### config.mk
export PLATFORM = sky130hd
export DESIGN_NAME = traffic_light_fsm
export DESIGN_NICKNAME = d
export VERILOG_FILES = /design/src/rtl/traffic_pkg.sv /design/src/rtl/traffic_led_decode.sv /design/src/rtl/traffic_light_fsm.sv
export SDC_FILE = /design/constraint.sdc
export NUM_CORES = 1
export LEC_CHECK = 0
export BUFFER_PORTS_ARGS = -buffer_cell sky130_fd_sc_hd__buf_2
export CORE_MARGIN = 3
export CORE_UTILIZATION = 40
export CTS_CLUSTER_SIZE = 30
export DETAILED_ROUTE_END_ITERATION = 6
export GPL_TIMING_DRIVEN = 0
export PLACE_DENSITY = 0.68
export SLEW_MARGIN = 20
export SYNTH_ARGS = -nofsm -noshare
export SYNTH_HDL_FRONTEND = slang
export SYNTH_SLANG_ARGS = --single-unit
### constraint.sdc
create_clock -name clock -period 1.7 [get_ports clock]
set_clock_uncertainty 0.05 [all_clocks]
set_input_delay 0.17 -clock clock [delete_from_list [all_inputs] [get_ports clock]]
set_output_delay 0.17 -clock clock [all_outputs]
set_load 0.005 [all_outputs]
### src/rtl/traffic_pkg.sv
// rtl/traffic_pkg.sv - shared state, timer-select and lamp encodings for the traffic-light system
package traffic_pkg;

    typedef enum logic [2:0] {
        ST_MG1  = 3'd0,
        ST_MG2  = 3'd1,
        ST_MY   = 3'd2,
        ST_WALK = 3'd3,
        ST_SG1  = 3'd4,
        ST_SG2  = 3'd5,
        ST_SY   = 3'd6
    } state_t;

    localparam logic [1:0] INT_BASE = 2'b00;
    localparam logic [1:0] INT_EXT  = 2'b01;
    localparam logic [1:0] INT_YEL  = 2'b10;

    // led bits: main R/Y/G, side R/Y/G, walk
    localparam logic [6:0] LED_MG1  = 7'b0011000;
    localparam logic [6:0] LED_MG2  = 7'b0011000;
    localparam logic [6:0] LED_MY   = 7'b0101000;
    localparam logic [6:0] LED_WALK = 7'b1001001;
    localparam logic [6:0] LED_SG1  = 7'b1000010;
    localparam logic [6:0] LED_SG2  = 7'b1000010;
    localparam logic [6:0] LED_SY   = 7'b1000100;

endpackage

### src/rtl/traffic_led_decode.sv
// rtl/traffic_led_decode.sv - lamp pattern lookup for a controller state
module traffic_led_decode
    import traffic_pkg::*;
(
    input  state_t     state,
    output logic [6:0] led
);

    always_comb begin
        led = LED_MG1;
        case (state)
            ST_MG1:  led = LED_MG1;
            ST_MG2:  led = LED_MG2;
            ST_MY:   led = LED_MY;
            ST_WALK: led = LED_WALK;
            ST_SG1:  led = LED_SG1;
            ST_SG2:  led = LED_SG2;
            ST_SY:   led = LED_SY;
            default: led = LED_MG1;
        endcase
    end

endmodule

### src/rtl/traffic_light_fsm.sv
// rtl/traffic_light_fsm.sv - phase sequencer driving the lamp outputs and the external interval timer
module traffic_light_fsm
    import traffic_pkg::*;
(
    input  logic       clock,
    input  logic       reset_n,
    input  logic       reset_sync,
    input  logic       prog_sync,
    input  logic       sensor_sync,
    input  logic       wr,
    input  logic       expired,
    output logic       wr_reset,
    output logic [1:0] interval,
    output logic       start_timer,
    output logic [6:0] led
);

    state_t     state;
    state_t     next_state;
    logic [1:0] next_interval;
    logic       next_start;
    logic       next_wr_reset;
    logic [6:0] next_led;

    // An expiry seen while start_timer is high belongs to the previous interval.
    always_comb begin
        next_state    = state;
        next_interval = interval;
        next_start    = 1'b0;
        next_wr_reset = 1'b0;
        if (reset_sync || prog_sync) begin
            next_state    = ST_MG1;
            next_interval = INT_BASE;
            next_start    = 1'b1;
        end else if (expired && !start_timer) begin
            next_start = 1'b1;
            case (state)
                ST_MG1: begin
                    next_state    = ST_MG2;
                    next_interval = sensor_sync ? INT_EXT : INT_BASE;
                end
                ST_MG2: begin
                    next_state    = ST_MY;
                    next_interval = INT_YEL;
                end
                ST_MY: begin
                    if (wr) begin
                        next_state    = ST_WALK;
                        next_interval = INT_EXT;
                        next_wr_reset = 1'b1;
                    end else begin
                        next_state    = ST_SG1;
                        next_interval = INT_BASE;
                    end
                end
                ST_WALK: begin
                    next_state    = ST_SG1;
                    next_interval = INT_BASE;
                end
                ST_SG1: begin
                    if (sensor_sync) begin
                        next_state    = ST_SG2;
                        next_interval = INT_EXT;
                    end else begin
                        next_state    = ST_SY;
                        next_interval = INT_YEL;
                    end
                end
                ST_SG2: begin
                    next_state    = ST_SY;
                    next_interval = INT_YEL;
                end
                default: begin
                    next_state    = ST_MG1;
                    next_interval = INT_BASE;
                end
            endcase
        end
    end

    traffic_led_decode u_led_decode (
        .state (next_state),
        .led   (next_led)
    );

    always_ff @(posedge clock or negedge reset_n) begin
        if (!reset_n) begin
            state       <= ST_MG1;
            interval    <= INT_BASE;
            start_timer <= 1'b1;
            wr_reset    <= 1'b0;
            led         <= LED_MG1;
        end else begin
            state       <= next_state;
            interval    <= next_interval;
            start_timer <= next_start;
            wr_reset    <= next_wr_reset;
            led         <= next_led;
        end
    end

endmodule

==> results.md, run 1 <==
Timing:
- The timing-limited maximum frequency is 0.670 GHz.
- The count of pins over their slew limit is 0.
- The slew at the pin closest to its max-slew limit is 371 ps.
- Setup repair after global routing left no endpoint under its margin.
- The setup TNS after final layout is 0 ps.
- In the post-route analysis, the smallest setup slack over all paths is 208 ps.
- The final critical path time including I/O delays and setup is 1490 ps.
- The worst slew slack as a fraction of its limit is 0.752.
- Dividing the final minimum period by the clock period gives 0.877.
- Setup violations remaining at the end of the flow were counted as 0.
- The final-report hold violation count was 0.

Worst setup path:
- In this run the critical register-to-register path is captured at led[1].
- The worst setup path is captured at a flip-flop.
- The start-to-end type of the worst setup path is flip-flop to flip-flop.
- STA classifies the critical path startpoint as a flip-flop.
- The highest net fanout along the worst path is 6.
- The data arrival at the endpoint of the critical path is 1620 ps.
- In this run the critical register-to-register path is launched from start_timer.
- The data required time of the critical path is 1820 ps.
- Measured in cells, the most critical reg-to-reg path has a length of 4.
- The worst register-to-register path has a setup slack of 210 ps.

Synth:
- The register area share after synthesis is 0.514.
- Synthesis inferred 14 register bits.
- A synthesized cell averages 10.4 sq um.
- The simple-gate share of the synthesized area is 0.241.
- The number of flops mapped to enable cells by yosys is 0.
- The cell area that synthesis handed to floorplanning was 689 sq um.
- The Yosys step of the flow raised 0 warnings.
- The compound-cell area share of the yosys netlist is 0.127.
- After technology mapping, the gate count stands at 66.
- By area, the combinational part of the netlist is dominated by simple AND/OR/NAND/NOR gates.
- Of all flip-flops after synthesis, the portion carrying an async set or reset was 1.00.
- The distinct cell type count of the synthesized netlist is 34.
- Synthesis produced a netlist with a net count of 73.
- The portion of netlist area occupied by mux cells is 0.0472.
- The xor/xnor cell area share of the yosys netlist is 0.0127.
- The adder and majority cell fraction of the synthesized area is 0.
- The most common flop cell mapped by yosys is sky130_fd_sc_hd__dfrtp_1.

Clock tree:
- The buffer type at the clock tree root is sky130_fd_sc_hd__clkbuf_4.
- The CTS buffer count is 3.
- After clock tree synthesis, the clock-pin slew on the worst setup and hold paths is 90 ps.
- The CTS tree is done.
- The post-CTS setup-driven buffer insertion count is 0.
- No sink is reached through more buffers than the 2 on the longest clock path.
- The clock drives 14 sinks.
- For the worst-skew pair, the clock arrives at the later sink with an insertion delay of 280 ps.
- In this run, post-CTS repair resized a total of 0 instances.
- In this run the number of H-tree levels came out at 1.
- After clock tree synthesis, the flow added hold-fix buffers numbering 1.

Layout:
- The sequential cell area is 354 sq um.
- The layout overhead on the synthesized area is 20.5%.
- The area taken by multi-input logic gates is 295 sq um.
- The final core utilization is 0.533.
- Of the cells placed in the final design, the portion with a size suffix greater than 1 is 0.386.
- The filler cells instantiated in the layout total 141.
- In the final design database the tool counted 96 nets.
- The repair_antennas step left the layout with diodes totalling 0.

Route:
- The initial DRC count is 20.
- The number of nets with antenna violations after routing is 0.
- The routed wire length is 1370 microns.
- The residual DRC count is 0.
- The total vias in the final route is 552.
- The wire length per cell is 13.2 microns.
- The detailed-routing iteration count for the pre-antenna-repair pass is 5.
- The average vias per placed instance is 5.31.

Outcome:
- The flow ran to the end, and the final reports show no timing, DRC or antenna violations.

GRT:
- Entering global routing, the biggest net connects 15 pins.
- The first global-routing pass estimated 2110 microns of wire.
- The number of antenna violations at the first check in global routing was 0.
- The via count of the first global-routing pass was 478.
- Across every metal layer, demand over resource in global routing totals 0.140.
- The total grt overflow is 0.

Power:
- In this run the power density over the cells is 704 mW/mm^2.
- The worst-case vdd ir drop is 0.000418 V.
- The leakage power of the design is 0.428 nW.

Die:
- The floorplan die height is 47.5 microns.
- The horizontal die dimension is 47.5 microns.
- The total die area is 0.00226 sq mm.
- The count of standard-cell rows is 14.
- The initial utilization of the core area, before any placement, comes to 0.442.
- Pin placement for this block handled 18 I/O pins.
- The core outline area is 0.00156 sq mm.

Placement:
- At the placement stage, the worst setup path has a slack of 212 ps.
- The half-perimeter wire length after detailed placement is 935 microns.
- The routability congestion estimate is 0.793.
- The count of buffers added on input and output ports is 17.

Worst hold path:
- The worst hold path begins at reset_sync.
- Counting instances, the worst hold path has a depth of 3.
- The tightest min-delay check is of the input port to flip-flop type.
- The hold-critical path endpoint is start_timer.

Run:
- The max-capacitance violation count is 0.
## state kept, by name, indices dropped and copies added, names as in the netlist
register,flops
start_timer,1
wr_reset,1
led,7
state,3
interval,2
## Yosys cell counts (2+ instances only)
cell / count / area [sq um]
sky130_fd_sc_hd__dfstp_2: 3 / 78.8
sky130_fd_sc_hd__dfrtp_1: 11 / 275
sky130_fd_sc_hd__nor2_1: 7 / 26.3
sky130_fd_sc_hd__a21oi_1: 5 / 25.0
sky130_fd_sc_hd__buf_2: 2 / 10.0
sky130_fd_sc_hd__nand2_1: 9 / 33.8
sky130_fd_sc_hd__o21ai_1: 2 / 10.0
## cell families after synthesis
group / after synthesis
buffers and inverters: 7
DFF: 14
muxes: 2
and+or+nand+nor: 28
xor gates and xnor gates: 1
AOI/OAI and AO/OA: 14
## cells in the final DEF (no fill, tap or decap), drive strengths merged
master,instances
buf,22
dfrtp,11
nand2,10
nor2,7
a21oi,5
clkbuf,4
dfstp,3
o21ai,3
inv,2
mux2i,2
nand2b,2
or2,1
and2b,1
a211oi,1
a21o,1
and3b,1
nor3b,1
or3,1
and3,1
xor2,1
o211ai,1
o311ai,1
and4b,1
and4,1
a211o,1
nor4,1
a22oi,1
dlygate4sd3,1
## power by group
| group | switching, mW | total [mW] | internal [mW] |
|---|---|---|---|
| Sequential | 0.00152 | 0.338 | 0.337 |
| Clock | 0.104 | 0.195 | 0.0909 |
| Combinational | 0.0304 | 0.0513 | 0.0209 |
| Total | 0.136 | 0.585 | 0.448 |
## critical path: stages (launching register included)
cell	delay, ps
sky130_fd_sc_hd__dfstp_2	550
sky130_fd_sc_hd__and2b_4	220
sky130_fd_sc_hd__nand2_4	80
sky130_fd_sc_hd__mux2i_4	270
sky130_fd_sc_hd__and4b_1	220
## area by class of cell
class	count	area share
multi-input cells	45	0.355
clock buffers	4	0.0316
well taps	16	0.0241
plain buffers	5	0.0392
inverters	2	0.00904
flip-flops and latches	14	0.426
repair buffers	18	0.114
## how the worst max path moves through the flow
stage / startpoint / end
2_1_floorplan: start_timer / led[1]
3_3_place_gp: start_timer / led[1]
3_5_place_dp: start_timer / led[1]
4_1_cts: start_timer / led[1]
5_1_grt: start_timer / led[1]
6_report: start_timer / led[1]
## routing by layer
layer | routed length, microns | vias to the layer above | track usage
met4 | 20 | 0 | 0.0497
met1 | 586 | 260 | 0.158
met3 | 76 | 4 | 0.0564
met5 | 0 | - | 0
met2 | 686 | 17 | 0.238
li1 | - | 271 | -
## stage by stage
step / instances / total power, mW / hold WS [ps] / area (sq um)
3_5_place_dp: 99 / 0.394 / 29.1 / 795
2_1_floorplan: 66 / 0.372 / -176 / 689
3_3_place_gp: 99 / 0.394 / 25.7 / 795
4_1_cts: 104 / 0.591 / 128 / 831
5_1_grt: 104 / 0.615 / 146 / 831
6_report: 104 / 0.585 / 134 / 831
No activity file was read; power rests on OpenSTA's default activity.
==> inputs of run 2 (changes only) <==
--- a/config.mk
+++ b/config.mk
@@ -7,12 +7,12 @@
 export LEC_CHECK = 0
 export BUFFER_PORTS_ARGS = -buffer_cell sky130_fd_sc_hd__buf_2
 export CORE_MARGIN = 3
-export CORE_UTILIZATION = 40
+export CORE_UTILIZATION = 32
 export CTS_CLUSTER_SIZE = 30
 export DETAILED_ROUTE_END_ITERATION = 6
 export GPL_TIMING_DRIVEN = 0
-export PLACE_DENSITY = 0.68
-export SLEW_MARGIN = 20
+export PLACE_DENSITY = 0.58
+export SLEW_MARGIN = 0
 export SYNTH_ARGS = -nofsm -noshare
 export SYNTH_HDL_FRONTEND = slang
 export SYNTH_SLANG_ARGS = --single-unit
==> results.md, run 2 (synthesis gave the netlist of run 1 again) <==
GRT:
- The aggregate global-route resource usage is 0.112 (-0.0283).
- The total grt overflow is 0 (unchanged).
- The first-pass GRT wire length was 2190 microns (+3.9%).
- The via count of the first global-routing pass is 480 (+0.42%).
- The pin count of the biggest net entering global routing is 15 (unchanged).
- The number of antenna violations at the first check in global routing is 0 (unchanged).

Clock tree:
- The number of levels in the clock H-tree is 1 (unchanged).
- The post-cts resize count came to 0 (unchanged).
- The buffer type at the clock tree root is sky130_fd_sc_hd__clkbuf_4.
- The clock latency at the later pin of the worst-skew pair is 280 ps (about the same).
- The CTS buffer count is 3 (unchanged).
- The CTS clock-pin slew for the worst setup and hold paths came to 90 ps (about the same).
- The clock net sink count is 14 (unchanged).
- TritonCTS built the clock tree.
- The maximum count of clock buffers along a single path was 2 (unchanged).

Layout:
- The final cell count without fillers is 115 (+11%).
- Leaving out fill and tap cells, the most frequent cells in the layout are sky130_fd_sc_hd__buf_2 (19), sky130_fd_sc_hd__dfrtp_1 (11), sky130_fd_sc_hd__nand2_1 (9).
- The number of flip-flops under the largest register name is 7 (unchanged).
- The layout cell share with drive strength beyond 1 came to 0.398 (+0.0114).
- The area growth from synthesis to layout is 24.0%.
- led holds more flip-flops than any other register.
- The number of nets in the layout was 96 (unchanged).
- The library cell used most frequently in the layout, excluding fill and tap cells, is sky130_fd_sc_hd__buf_2.
- The antenna cell count was 0 (unchanged).
- The largest registers in the layout are led (7), state (3), interval (2).

Timing:
- The count of pins over their slew limit is 0 (unchanged).
- The slew at the pin closest to its max-slew limit is 393 ps (+21.3 ps).
- The number of setup violations in the final report is 0 (unchanged).
- The final critical path time including I/O delays and setup is 1490 ps (+1.53 ps).
- The worst-case hold slack was 119 ps (-15.3 ps).
- The fraction of the cycle the final worst path needs is 0.878 (+0.000898).
- The final-report hold violation count is 0 (unchanged).
- Setup repair after global routing left no endpoint under its margin.
- The timing-limited maximum frequency is 0.670 GHz (-0.10%).
- The worst slew slack as a fraction of its limit came to 0.737 (-0.0143).
- The setup TNS after final layout is 0 ps (unchanged).

Worst hold path:
- The worst hold path belongs to the class input port to flip-flop.
- The hold-critical path endpoint is start_timer.
- The startpoint identified for the worst hold timing path is reset_sync.
- The number of cells on the worst hold path is 3 (unchanged).

Power:
- The share of total power in the clock network is 0.379 (+0.045).
- The worst-case vdd ir drop was 0.000382 V (-8.6%).
- The areal power density over the cells is 733 mW/mm^2 (+4.1%).
- The proportion of power drawn by flip-flops and latches is 0.540 (-0.038).
- The leakage power of the design is 0.434 nW (+1.4%).
- The internal power contribution is 0.488 mW (+8.8%).
- The logic gate share of total power is 0.082 (-0.006).
- The switching power as a share of total power came to 0.221 (-0.0123).
- The power spent charging and discharging nets is 0.138 mW (+1.4%).

Worst setup path:
- Walking the worst path, the cells encountered are and2b_4, nand2_4, mux2i_4, and4b_1.
- The sort of element at the start of the critical path is a flip-flop.
- The worst reg-to-reg path cell count is 4 (unchanged).
- The internal reg-to-reg setup slack is 210 ps (about the same).
- The data arrival at the endpoint of the critical path is 1610 ps (about the same).
- The endpoint kind of the worst setup timing path is a flip-flop.
- The largest stage delay on the critical path was 540 ps (about the same).
- The start-to-end type of the worst setup path is flip-flop to flip-flop.
- The worst-path cell with the longest stage delay is sky130_fd_sc_hd__dfstp_2.
- The data required time of the critical path is 1820 ps (about the same).
- The reg-to-reg startpoint is start_timer.
- In this run the critical register-to-register path is captured at led[1].
- The highest net fanout along the worst path was 6 (unchanged).

Die:
- The initial cell density of the core was 0.344 (-0.0978).
- The count of standard-cell rows is 16 (+2).
- The total die area was 0.00275 sq mm (+22%).
- The core outline area was 0.00200 sq mm (+28%).
- The floorplan die height is 52.4 microns (+10%).
- The total I/O pin count is 18 (unchanged).
- The horizontal die dimension is 52.4 microns (+10%).

Placement:
- The total instance count after detailed placement came to 110 (+11%).
- The half-perimeter wire length after detailed placement was 921 microns (-1.5%).
- The routability congestion estimate is 0.729 (-8.1%).
- The number of buffer cells added on primary ports is 17 (unchanged).

Route:
- The wire length per cell is 11.0 microns (-17%).
- The detailed-routing iteration count for the pre-antenna-repair pass is 2 (-3).
- The initial DRC count is 5 (-75%).
- The residual DRC count was 0 (unchanged).
- The total vias in the final route came to 525 (-4.9%).
- The routed wire length is 1260 microns (-7.9%).
- The number of nets with antenna violations after routing is 0 (unchanged).
- The average vias per placed instance is 4.57 (-14%).

Run:
- The max-capacitance violation count is 0 (unchanged).

Outcome:
- The flow ran to the end, and the final reports show no timing, DRC or antenna violations.
run 2: cell count changes in the layout (fill, tap and decap cells not counted):
cell | before | now
sky130_fd_sc_hd__clkbuf_1 | 1 | 0
sky130_fd_sc_hd__clkbuf_8 | 0 | 1
run 2: repair_timing:
action	CTS	global route
buffers inserted	0	0
endpoints found under the hold margin	14	0
hold buffers	1	0
run 2: how the worst max path moves through the flow:
stage                     start  endpoint  slack [ps]  depth (start not counted)
floorplan           start_timer    led[1]         280                          4
global placement    start_timer    led[1]         230                          4
detailed placement  start_timer    led[1]         230                          4
CTS                 start_timer    led[1]         210                          4
global route        start_timer    led[1]         150                          4
finish              start_timer    led[1]         210                          4
run 2: per-stage QoR:
stage                     utilization  power (mW)  cell area (sq um)  worst slack (ps)
after floorplan                     -       0.372                689               285
after global placement          0.404       0.394                808               233
after detailed placement        0.404       0.395                808               228
after CTS                       0.427       0.639                855               209
after global routing            0.427       0.663                855               151
final                           0.427       0.626                855               207
run 2: metal layers:
| metal | GRT usage | up-vias | part of all wire |
|---|---|---|---|
| met5 | 0 | - | 0 |
| met4 | 0.0383 | 0 | 0.0071 |
| met3 | 0.0513 | 2 | 0.078 |
| met2 | 0.165 | 17 | 0.45 |
| met1 | 0.143 | 233 | 0.46 |
| li1 | - | 273 | - |
run 2: layout make-up:
type | instances | area [sq um]
tap | 27 | 33.8
inverter | 2 | 7.51
buffer | 5 | 32.5
multi-input combinational | 45 | 295
clock buffer | 4 | 36.3
sequential | 14 | 354
timing repair buffer | 18 | 95.1
fill | 197 | 1150
run 2: critical path, delay by kind of cell, from the launching register on:
| kind | cells | cell delay [ps] |
|---|---|---|
| flops | 1 | 540 |
| mux | 1 | 280 |
| simple gates | 3 | 510 |
run 2: power by group through the flow:
stage	Combinational, mW	Clock, mW	Sequential, mW
2_1_floorplan	0.0271	0	0.344
3_3_place_gp	0.0502	0	0.344
3_5_place_dp	0.0504	0	0.344
4_1_cts	0.0524	0.249	0.338
5_1_grt	0.0574	0.267	0.339
6_report	0.0513	0.237	0.338
